**src/rtl/updown_counter_n.sv**
```systemverilog
// updown_counter_n: parametrised synchronous up/down counter with parallel load,
// runtime wrap/saturate mode, registered overflow/underflow pulses and
// terminal-value decodes.
// Optional feature: define UPDOWN_COUNTER_EVT_EN to build the saturating 8-bit
// OVF/UNF event tally on EVT_CNT; otherwise EVT_CNT is tied to zero.
module updown_counter_n #(
   parameter int WIDTH = 4,
   parameter int MAX   = (2**WIDTH)-1,
   parameter int STEP  = 1
)(
   input  logic             clk,
   input  logic             CLR,
   input  logic             INR,
   input  logic             DCR,
   input  logic             LD,
   input  logic [WIDTH-1:0] DIN,
   input  logic             MODE,
   output logic [WIDTH-1:0] count,
   output logic             OVF,
   output logic             UNF,
   output logic             AT_MAX,
   output logic             AT_ZERO,
   output logic [7:0]       EVT_CNT
);

   // Everything compared at WIDTH+1 bits so sums never truncate before the test.
   localparam logic [WIDTH:0]   MAX_X  = (WIDTH+1)'(MAX);
   localparam logic [WIDTH:0]   STEP_X = (WIDTH+1)'(STEP);
   localparam logic [WIDTH:0]   MOD_X  = (WIDTH+1)'(MAX+1);
   localparam logic [WIDTH:0]   DNOFF  = (WIDTH+1)'(MAX+1-STEP);
   localparam logic [WIDTH-1:0] MAX_W  = WIDTH'(MAX);
   localparam logic [WIDTH-1:0] STEP_W = WIDTH'(STEP);

   logic [WIDTH:0]   cnt_x;
   logic [WIDTH:0]   din_x;
   logic [WIDTH:0]   up_sum;
   logic [WIDTH-1:0] up_wrap;
   logic [WIDTH-1:0] dn_sub;
   logic [WIDTH-1:0] dn_wrap;
   logic [WIDTH-1:0] cnt_nxt;
   logic             ovf_nxt;
   logic             unf_nxt;

   // Next count and flags from the prioritised controls (CLR handled in the register).
   always_comb begin
      cnt_x   = {1'b0, count};
      din_x   = {1'b0, DIN};
      up_sum  = cnt_x + STEP_X;
      up_wrap = WIDTH'(up_sum - MOD_X);
      dn_sub  = count - STEP_W;
      dn_wrap = WIDTH'(cnt_x + DNOFF);
      cnt_nxt = count;
      ovf_nxt = 1'b0;
      unf_nxt = 1'b0;
      if (LD) begin
         // Out-of-range load values clamp to the terminal value.
         cnt_nxt = (din_x > MAX_X) ? MAX_W : DIN;
      end else if (INR && !DCR) begin
         // A count already above MAX also lands here, so it overflows.
         if (up_sum <= MAX_X) begin
            cnt_nxt = up_sum[WIDTH-1:0];
         end else begin
            ovf_nxt = 1'b1;
            cnt_nxt = MODE ? MAX_W : up_wrap;
         end
      end else if (DCR && !INR) begin
         // Treat an out-of-range count as an underflow too.
         if (cnt_x >= STEP_X && cnt_x <= MAX_X) begin
            cnt_nxt = dn_sub;
         end else begin
            unf_nxt = 1'b1;
            cnt_nxt = MODE ? '0 : dn_wrap;
         end
      end
   end

   // Count and one-cycle flag registers; CLR wins over every other input.
   always_ff @(posedge clk) begin
      if (CLR) begin
         count <= '0;
         OVF   <= 1'b0;
         UNF   <= 1'b0;
      end else begin
         count <= cnt_nxt;
         OVF   <= ovf_nxt;
         UNF   <= unf_nxt;
      end
   end

   // Terminal decodes straight off the count register.
   always_comb begin
      AT_MAX  = (count == MAX_W);
      AT_ZERO = (count == '0);
   end

`ifdef UPDOWN_COUNTER_EVT_EN
   logic [7:0] evt;

   // Tally moves on the same edge that raises OVF/UNF, saturating at 255.
   always_ff @(posedge clk) begin
      if (CLR)
         evt <= 8'd0;
      else if ((ovf_nxt || unf_nxt) && evt != 8'hFF)
         evt <= evt + 8'd1;
   end

   assign EVT_CNT = evt;
`else
   assign EVT_CNT = 8'd0;
`endif

endmodule

```
**config.mk**
```make
export PLATFORM = sky130hd
export DESIGN_NAME = updown_counter_n
export DESIGN_NICKNAME = d
export VERILOG_FILES = /design/src/rtl/updown_counter_n.sv
export SDC_FILE = /design/constraint.sdc
export NUM_CORES = 1
export LEC_CHECK = 0
export ABC_AREA = 1
export BUFFER_PORTS_ARGS = -buffer_cell sky130_fd_sc_hd__buf_2
export CORE_MARGIN = 1.5
export CORE_UTILIZATION = 35
export DETAILED_ROUTE_END_ITERATION = 8
export SETUP_SLACK_MARGIN = 0.05
export SLEW_MARGIN = 15
export SYNTH_ARGS = -nofsm -noshare
export SYNTH_HDL_FRONTEND = slang
export SYNTH_SLANG_ARGS = --single-unit
```
**constraint.sdc**
```tcl
create_clock -name clk -period 1.6 [get_ports clk]
set_input_delay 0.32 -clock clk [delete_from_list [all_inputs] [get_ports clk]]
set_output_delay 0.32 -clock clk [all_outputs]
set_load 0.03 [all_outputs]
```
# == Word level (Yosys, flattened, before mapping) ==
# Index checks and enable logic that the tools add are counted.
# totals
regBits,6
inputBits,10
wordCells,29
# classes
addsub,4
order_cmp,2
n_eq_ne,1
muxes,9
bitwise,2
reduce_logical,8
# ops
op,n
$mux 4,7
$sub 4x1->4 const B,2
$add 4x1->5 const B,1
$le 5x4->1 const B,1
$add 4x4->4 const B,1
$eq 4x4->1 const B,1
$ge 4x1->1 const B,1
$logic_not 4->1,1
$reduce_or 4->1,1
$reduce_bool 3->1,1
$reduce_or 3->1,1
$logic_and 1x1->1,2
$logic_not 1->1,2
$mux 1,2
$not 1->1,2

# == Longest topological paths before layout ==
# Gate-level depths: netlist of the first run.
# logic_depth
ltp_word,6
depth_mapped,11

# == Worst setup path before layout of the first run ==
# Ideal clock, no wire load.
# synth_path
path_type,flip-flop to output port
startpoint,register count[0]
endpoint,output port AT_ZERO
t_arrival_ps,1543
t_required_ps,1280
path_slack_ps,-263
path_stages_with_launch,4
n_path_buf,0
path_cell_list,dfxtp_1 inv_1 ha_1 nor3b_1
# synth_via
elab_chain_len,1
# synth_rtl
item,line,rtl
from (decl),18,"output logic [WIDTH-1:0] count,"
from (signal assigned),84,count <= cnt_nxt;
$logic_not 4->1,93,AT_ZERO = (count == '0);
to (decl),22,"output logic AT_ZERO,"
# Every way passes these cells.

# == Final worst setup path of the first run ==
# Same ends and word-level chain as after synthesis.

==> metrics, run 1 <==
I/O pin count 26; pre-CTS setup slack between 0.07 and 0.08 ns; post-synth top area cell dfxtp_1; EDFF count, synth 0; fill cell count ~190; Final Cycle Share between 90% and 100%; Synth area leaders dfxtp_1 18%, nand2_1 12%, inv_1 9.6%, ha_1 9.4%, buf_4 9.1%; synth warn 0; Final Hold Fails 0; met3 GRT Util between 2 and 3%; FFs w/ async S/R, synth 0%; CTS tree done; Vias 668; Synth Register Bits 6; remaining global-route overflow 0; initial antenna violation count 0; Die ar. approximately 2200 sq um; CP max FO 6; GRT Util Overall 15.70%; count leader, synth nand2_1; post-DP HPWL approximately 1200 um; number of global-route vias before repair around 560; n_diodes 0; row count 15; IO buf count 17; largest net degree at the start of global routing 10; max-slew violations 0; CP startpoint kind register; Bufs on Longest Clock Path 2; Die Width around 47 um; wire per inst approximately 10 um; post-synthesis cell type count 24; Leak about 0.44 nW; routing usage on met2 ~24%; Tightest Hold Check Type in2reg; Fmax ~0.66 GHz; power density cells roughly 750 nW/um^2; Netlist Area Pre-Place 663.1 sq um; Worst Skew about 0.010 ns; WS Path Type reg2out; crit path capture type output pin; CTS Hold Buffers Added 0; Max-Cap Viols 0; gpl congestion between 0.7 and 0.8; Initial Utilization between 30% and 40%; sequential area share after synthesis between 10% and 20%; Worst Hold Slack between 0.3 and 0.4 ns; Clock Root Buffer clkbuf_4; global-route met1 utilization 21.63%; clock buffer count from CTS 3; clk slew on worst S/H paths approximately 0.05 ns; Routed Antenna Nets 0; Finished Layout Cells between 100 and 150; gr busiest metal met2; area grow syn2layout 26.42%; Nets 140; CTS H-tree lvls 1; vias per std cell ~4.5; Post-Syn Area per Cell 6.501 sq um; post-layout min period between 1.5 and 2 ns; RSZ-0062 raised after global routing true; share of layout cells above drive strength 1 39.52%; placed insts between 100 and 150; DR iter-0 viols 14; Core Util, Final between 40 and 50%; status complete, no violations; TritonCTS Sinks 6; Routed WL between 1500 and 2000 um; worst path required time approximately 1.3 ns; synthesized instance count between 100 and 150; placed inst area roughly 750 sq um; CORE AREA around 1700 sq um; DR DRC count 0; Total Neg Setup Slack 0 ns; design area approximately 840 sq um; drt pass-1 iters 4; endpoints failing setup 0; Yosys top cell area share a little under a fifth; first-pass GRT wire length ~2400 um; die span in y roughly 47 um; Tot Pwr 629.8 uW; synth cell count leaders 22 x nand2_1, 17 x inv_1, 8 x buf_4, 7 x nand3_1, 6 x dfxtp_1; Skew-Pair Late Insertion Delay between 0.2 and 0.3 ns; Critical Path AT between 1 and 1.5 ns; peak supply drop roughly 0.26 mV; Most used DFF post-synth dfxtp_1; worst setup margin slightly below 0.09 ns
## flip-flops by register name, indices dropped and copies added (netlist names)
register and flops:
OVF 1, UNF 1, count 4
## cell families after synthesis
kind of cell / synth area share (%)
buf+inv: 21.32
fa+ha+maj: 9.434
other cells: 0.5655
simple gates: 39.06
flops: 18.11
compound gates: 10.19
xor+xnor: 1.321
## where the power goes
group / internal [mW] / switching [mW] / leakage, nW
combinational: 0.104 / 0.181 / 0.378
clock: 0.0946 / 0.0577 / 0.0150
sequential: 0.163 / 0.0296 / 0.0509
## per-layer routing
metal	up-vias	part of all wire, %	routed length (um)
li1	347	-	-
met1	296	47	703
met2	25	48	718
met3	0	5.7	86
met4	0	0	0
met5	-	0	0
## final cells by class
type / instances / area [sq um] / area share (%)
clock buffer: 4 / 26.28 / 3.134
inverter: 18 / 70.07 / 8.358
tap: 25 / 31.28 / 3.731
sequential: 6 / 128.9 / 15.37
multi-input combinational: 76 / 469.2 / 55.97
timing repair buffer: 20 / 112.6 / 13.43
## placed cells by master, fill, tap and decap left out
cell,count
ha_2,1
a21oi_1,2
nand2_4,1
nand3_2,3
conb_1,8
nand4_1,1
xor2_1,1
buf_2,15
nor3b_2,1
dfxtp_2,1
buf_4,5
inv_4,1
or2_2,3
clkbuf_1,1
ha_4,2
nor2_2,3
dfxtp_1,3
nor3_1,1
o21ai_1,3
inv_2,3
nand4_4,1
o21ai_0,5
nand2_1,22
nor2_1,5
dfxtp_4,2
a21oi_2,2
ha_1,2
nand3_1,7
clkbuf_4,3
inv_1,14
nand2_2,2
## path summary, 6_finish.rpt
| path | from | to | slack (ns) | depth (start not counted) |
|---|---|---|---|---|
| worst max-delay path | count[0] | AT_ZERO | 0.09 | 4 |
| worst min-delay path | DIN[1] | count[1] | 0.35 | 3 |
| worst max register to register | count[0] | count[3] | 0.18 | 10 |
| worst min register to register | count[1] | count[1] | 0.62 | 2 |
## critical path, stage by stage, from the launching register on
cell     delay [ns]
dfxtp_4        0.36
inv_2          0.13
ha_4           0.14
nor3b_2        0.14
buf_4          0.18
## timing repair
item / CTS / global route
resized for setup: 6 / 6
endpoints found under the setup margin: 2 / 5
pin swaps: 0 / 0
setup buffers: 2 / 0
Power figures use the tool's default switching activity.
==> run 2: changes to the inputs <==
ABC_AREA = unset   (was 1)
==> run 2 against run 1 <==
The flow now finishes with violations (setup timing). Clock skew increased by 0.0067 ns. Hold slack got worse by 0.055 ns. Highest routed layer is now met4. Non-clock buffer count rose by 12. Critical path type is now reg2reg. Fmax shrank 15%. Sequential share of layout area decreased by 0.41 points. Clock power increased by 6%. Critical path depth is 3 higher. Area after synthesis down 7.0%. Cell count decreased by 15%. Register-to-register slack worse by 0.37 ns.
==> metrics, run 2 <==
n_diodes 0 (unchanged); sequential area share after synthesis 19.47% (+1.4 points); first-pass GRT wire length 2601 um (+8.6%); Final Cycle Share 111.7% (+17 points); failing checks setup timing; number of global-route vias before repair 573 (+2.5%); Synth Register Bits 6 (unchanged); worst path required time 1.78 ns (+0.50 ns); Vias 664 (-0.60%); Initial Utilization 39.13% (+1.1 points); largest net degree at the start of global routing 11 (+1); endpoints failing setup 2 (+2); post-DP HPWL 1260 um (+6.1%); CTS H-tree lvls 1 (unchanged); crit path capture type register; share of layout cells above drive strength 1 50.45% (+11 points); worst reg2reg path depth 7 (-3); EDFF count, synth 0 (unchanged); CTS Hold Buffers Added 0 (unchanged); DR DRC count 0 (unchanged); IO buf count 17 (unchanged); worst setup margin -0.1873 ns (-0.2753 ns); wire per inst 13.04 um (+29%); row count 14 (-1); max reg flops 4 (unchanged); max-slew violations 0 (unchanged); Most used DFF post-synth dfxtp_1; CP most frequent cell a21oi_2; gpl congestion 0.8519 (+9.3%); Leak 0.4302 nW (-3.1%); Synth area leaders dfxtp_1 19%, ha_1 10%, buf_4 9.7%, inv_1 4.9%, nor2_1 4.9%; Worst path slowest cell o41ai_4; CP startpoint kind register; Post-Syn Area per Cell 7.711 sq um (+19%); I/O pin count 26 (unchanged); Largest delay share family, worst path compound AO/OA/AOI/OAI gates; drt pass-1 iters 4 (unchanged); Largest Register count; clock buffer count from CTS 3 (unchanged); synthesized instance count 80 (-22%); CTS tree done; Max-Cap Viols 0 (unchanged); Skew-Pair Late Insertion Delay 0.26 ns (about the same); initial antenna violation count 0 (unchanged); area grow syn2layout 40.97%; remaining global-route overflow 0 (unchanged); Tot Pwr 658.1 uW (+4.5%); Tightest Hold Check Type in2reg; Routed Antenna Nets 0 (unchanged); RSZ-0062 raised after global routing true; Final Hold Fails 0 (unchanged); Largest regs count (4), OVF (1), UNF (1); status complete, but fails checks; Fmax 0.5595 GHz (-15%); synth cell count leaders 8 x buf_4, 8 x inv_1, 8 x nor2_1, 6 x dfxtp_1; die span in y 44.98 um (-3.3%); Clock Root Buffer clkbuf_4; clk slew on worst S/H paths 0.06 ns (about the same); peak supply drop 0.2721 mV (+6.0%); post-synthesis cell type count 33 (+38%); vias per std cell 5.228 (+17%); synth warn 0 (unchanged); post-synth top area cell dfxtp_1; Worst Skew 0.01667 ns (+0.006668 ns); Hold Path Depth 2 (-1); Total Neg Setup Slack -0.2331 ns (-0.2331 ns); CP Depth 7 (+3); GRT Util Overall 18.12% (+2.4 points); highest-count cells in the layout ignoring fill and taps 17 x buf_4, 15 x buf_2, 8 x nor2_1, 8 x conb_1, 5 x inv_1; FFs w/ async S/R, synth 0% (unchanged); Bufs on Longest Clock Path 2 (unchanged); WS Path Type reg2reg; TritonCTS Sinks 6 (unchanged); Die ar. 2023 sq um (-6.5%); CORE AREA 1577 sq um (-9.7%); Critical path buffers and inverters 2 (unchanged); commonest non-fill, non-tap cell in the layout buf_4; Nets 127 (-9.3%); Critical Path, Cell by Cell inv_4 -> ha_4 -> inv_2 -> o41ai_4 -> a21oi_2 -> a221o_1 -> a21oi_2; Yosys top cell area share 19.47% (+1.4 points); Critical Path AT 1.96 ns (+0.77 ns); CP max FO 4 (-2); post-layout min period 1.787 ns (+0.2753 ns); Netlist Area Pre-Place 616.8 sq um (-7.0%); Die Width 44.98 um (-3.3%); Routed WL 1656 um (+9.8%); power density cells 756.9 nW/um^2 (+0.74%); DR iter-0 viols 20 (+6); Worst Hold Slack 0.2980 ns (-0.05500 ns); CP max stage delay 0.43 ns (+0.07 ns)
==> run 2: cell count changes after synthesis, sizes merged, moves of 3 or more <==
cell / delta
nor3: +4
o21ai: -4
nand3: -8
inv: -10
or2: -3
nand2: -21
==> run 2: path summary, 6_finish.rpt <==
kind / startpoint / endpoint / slack (ns)
hold reg to reg: count[0] / count[0] / 0.54
setup reg to reg: count[1] / count[2] / -0.19
setup / recovery: count[1] / count[2] / -0.19
hold / removal: CLR / count[0] / 0.30
==> run 2: layout make-up <==
type	count	area [sq um]
Timing Repair Buffer	32	202.7
Clock buffer	4	26.28
Fill cell	153	706.9
Inverter	8	35.03
Tap cell	16	20.02
Multi-Input combinational cell	61	455.4
Sequential cell	6	130.1
==> run 2: kinds of logic after synthesis <==
family	synth area share, %
compound gates	22.52
fa+ha+maj	10.14
other cells	0.6079
mux	2.433
buf+inv	20.28
flops	19.47
simple gates	24.54
==> run 2: timing repair <==
| item | 4_1_cts | 5_1_grt |
|---|---|---|
| pin swaps | 3 | 3 |
| endpoints found under the hold margin | 0 | 0 |
| resized for setup | 8 | 3 |
| endpoints found under the setup margin | 4 | 7 |
| cloned | 0 | 0 |
| setup buffers | 4 | 1 |
==> run 2: per-stage QoR <==
| step | utilization (%) | cells | setup slack (ns) | cell area, sq um |
|---|---|---|---|---|
| final | 55.16 | 127 | -0.1873 | 869.6 |
| after global routing | 55.16 | 127 | -0.2329 | 869.6 |
| after CTS | 54.92 | 127 | -0.1162 | 865.8 |
| after detailed placement | 49.52 | 120 | -0.1070 | 780.7 |
| after global placement | 49.52 | 120 | -0.07051 | 780.7 |
| after floorplan | - | 87 | -0.01654 | 683.2 |
==> run 2: power breakdown <==
group / internal [mW] / total [mW] / switching [mW]
clock network: 0.0951 / 0.161 / 0.0655
registers: 0.163 / 0.182 / 0.0195
logic: 0.137 / 0.315 / 0.178
==> run 2: routing by layer <==
layer | vias to the layer above | GRT usage (%) | part of all wire (%)
li1 | 330 | - | -
met1 | 305 | 23.96 | 45
met2 | 27 | 25.71 | 48
met3 | 2 | 4.800 | 5.3
met4 | 0 | 11.76 | 1.1
met5 | - | 0 | 0
==> run 2: worst reg2reg max path: stages, from the launching register on <==
cell and delay, ns:
dfxtp_4 0.38, inv_4 0.05, ha_4 0.26, inv_2 0.04, o41ai_4 0.43, a21oi_2 0.11
a221o_1 0.32, a21oi_2 0.11
==> run 3: changes to the inputs <==
ABC_CLOCK_PERIOD_IN_PS = 1600   (was unset)
PLACE_DENSITY = 0.58   (was unset)
==> run 3 against run 2 <==
The flow still finishes with violations (setup timing). Routed wire length down 4.1%. Via count up 0.75%. Global-route usage increased by 0.16 points. Clock power hardly changed. Clock skew fell by 0.00074 ns. Sequential share of layout area shrank 0.15 points. Combinational power up 2%. Die area unchanged. Setup slack improved by 0.083 ns. Total power up 1.2%. Highest routed layer unchanged.
==> metrics, run 3 (synthesized netlist as in run 2, its figures left out) <==
status complete, but fails checks; failing checks setup timing; Int Power 400.3 uW (+1.4%); Worst path slowest cell dfxtp_4; Largest Register count; DR DRC count 0 (unchanged); worst path required time 1.78 ns (about the same); Fmax 0.5869 GHz (+4.9%); post-layout min period 1.704 ns (-0.08349 ns); CTS H-tree lvls 1 (unchanged); Tightest Hold Check Type in2reg; Bufs on Longest Clock Path 2 (unchanged); Net Sw Power 266.0 uW (+0.95%); highest-count cells in the layout ignoring fill and taps 16 x buf_4, 15 x buf_2, 8 x conb_1; row count 14 (unchanged); Total Neg Setup Slack -0.1039 ns (+0.1292 ns); I/O pin count 26 (unchanged); post-DP HPWL 1250 um (-0.75%); max-slew violations 0 (unchanged); area grow syn2layout 42.39%; Nets 126 (-0.79%); RSZ-0062 raised after global routing true; Largest delay share family, worst path compound AO/OA/AOI/OAI gates; Routed WL 1588 um (-4.1%); vias per std cell 5.310 (+1.6%); clk slew on worst S/H paths 0.06 ns (about the same); Die ar. 2023 sq um (unchanged); CP startpoint kind register; Routed Antenna Nets 0 (unchanged); die span in y 44.98 um (unchanged); power density cells 758.6 nW/um^2 (+0.22%); Sequential Power Share 27.5% (-0.2 points); Die Width 44.98 um (unchanged); crit path capture type register; clock power share 24.3% (about the same); CP max stage delay 0.39 ns (-0.04 ns); worst setup margin -0.1039 ns (+0.08349 ns); Critical Path, Cell by Cell inv_6 -> ha_4 -> inv_2 -> o41ai_4 -> a21oi_2 -> a221o_1 -> a21oi_2; WS Path Type reg2reg; Leak 0.4268 nW (-0.79%); peak supply drop 0.3026 mV (+11%); Worst Skew 0.01593 ns (-0.0007385 ns); n_diodes 0 (unchanged); gpl congestion 0.8247 (-3.2%); Gate power share 48.2% (+0.3 points); Final Hold Fails 0 (unchanged); number of global-route vias before repair 601 (+4.9%); CP max FO 4 (unchanged); endpoints failing setup 1 (-1); Vias 669 (+0.75%); largest net degree at the start of global routing 11 (unchanged); Worst Hold Slack 0.3130 ns (+0.01504 ns); Sw Ratio 39.92% (-0.11 points); Final Cycle Share 106.5% (-5.2 points); max reg flops 4 (unchanged); remaining global-route overflow 0 (unchanged); TritonCTS Sinks 6 (unchanged); share of layout cells above drive strength 1 50.91% (+0.46 points); first-pass GRT wire length 2649 um (+1.8%); wire per inst 12.60 um (-3.3%); CP most frequent cell a21oi_2; CORE AREA 1577 sq um (unchanged); CTS tree done; Largest regs count (4), OVF (1), UNF (1); Clock Root Buffer clkbuf_4; DR iter-0 viols 24 (+20%); fill cell count 158 (+3.3%); GRT Util Overall 18.29% (+0.16 points); drt pass-1 iters 4 (unchanged); Critical path buffers and inverters 2 (unchanged); Max-Cap Viols 0 (unchanged); Initial Utilization 39.13% (unchanged); Core Util, Final 55.71% (+0.56 points); initial antenna violation count 0 (unchanged); clock buffer count from CTS 3 (unchanged); Critical Path AT 1.88 ns (-0.08 ns); commonest non-fill, non-tap cell in the layout buf_4; IO buf count 17 (unchanged); Skew-Pair Late Insertion Delay 0.26 ns (about the same)
[run 3: cell types whose count changed in the layout (fill, tap and decap cells not counted), sizes merged]
cell / before / now
buf: 32 / 31
[run 3: repair_timing]
item | 4_1_cts | 5_1_grt
setup endpoints to repair | 5 | 6
buffers inserted | 0 | 1
pin swaps | 2 | 8
gates cloned | 0 | 0
resized for setup | 2 | 13
hold buffers | 0 | 0
[run 3: cell type report]
cell class / count / area [sq um] / share of cell area, %
Tap cell: 16 / 20.02 / 2.279
Inverter: 8 / 37.54 / 4.274
Clock buffer: 4 / 26.28 / 2.991
Timing Repair Buffer: 31 / 195.2 / 22.22
Multi-Input combinational cell: 61 / 469.2 / 53.42
Sequential cell: 6 / 130.1 / 14.81
[run 3: metal layers]
layer  wire length (um)  global-route usage [%]  up-vias  share of wire (%)
met5                  0                       0        -                  0
met4                 31                   12.35        0                2.0
met3                103                   1.200        4                6.5
met2                773                   28.29       31                 49
met1                681                   24.21      306                 43
li1                   -                       -      328                  -
[run 3: through the flow]
stage / power (mW) / std cells / area (sq um) / setup WS [ns]
3_5_place_dp: 0.4671 / 121 / 788.3 / -0.07003
6_report: 0.6663 / 126 / 878.3 / -0.1039
2_1_floorplan: 0.3916 / 87 / 683.2 / -0.01654
5_1_grt: 0.7094 / 126 / 878.3 / -0.1883
3_3_place_gp: 0.4649 / 121 / 788.3 / -0.02998
4_1_cts: 0.6370 / 125 / 827.0 / -0.06857
[run 3: worst paths after layout]
check,slack (ns),cells past startpoint,start,to
worst min-delay path,0.31,2,CLR,count[2]
worst max-delay path,-0.10,7,count[0],count[2]
worst max register to register,-0.10,7,count[0],count[2]
worst min register to register,0.65,3,count[2],count[0]
[run 3: power by group through the flow]
stage,registers [mW],clock network [mW],logic (mW)
after floorplan,0.202,0,0.189
after global placement,0.181,0,0.284
after detailed placement,0.182,0,0.285
after CTS,0.179,0.166,0.292
after global routing,0.185,0.173,0.351
final,0.183,0.162,0.321
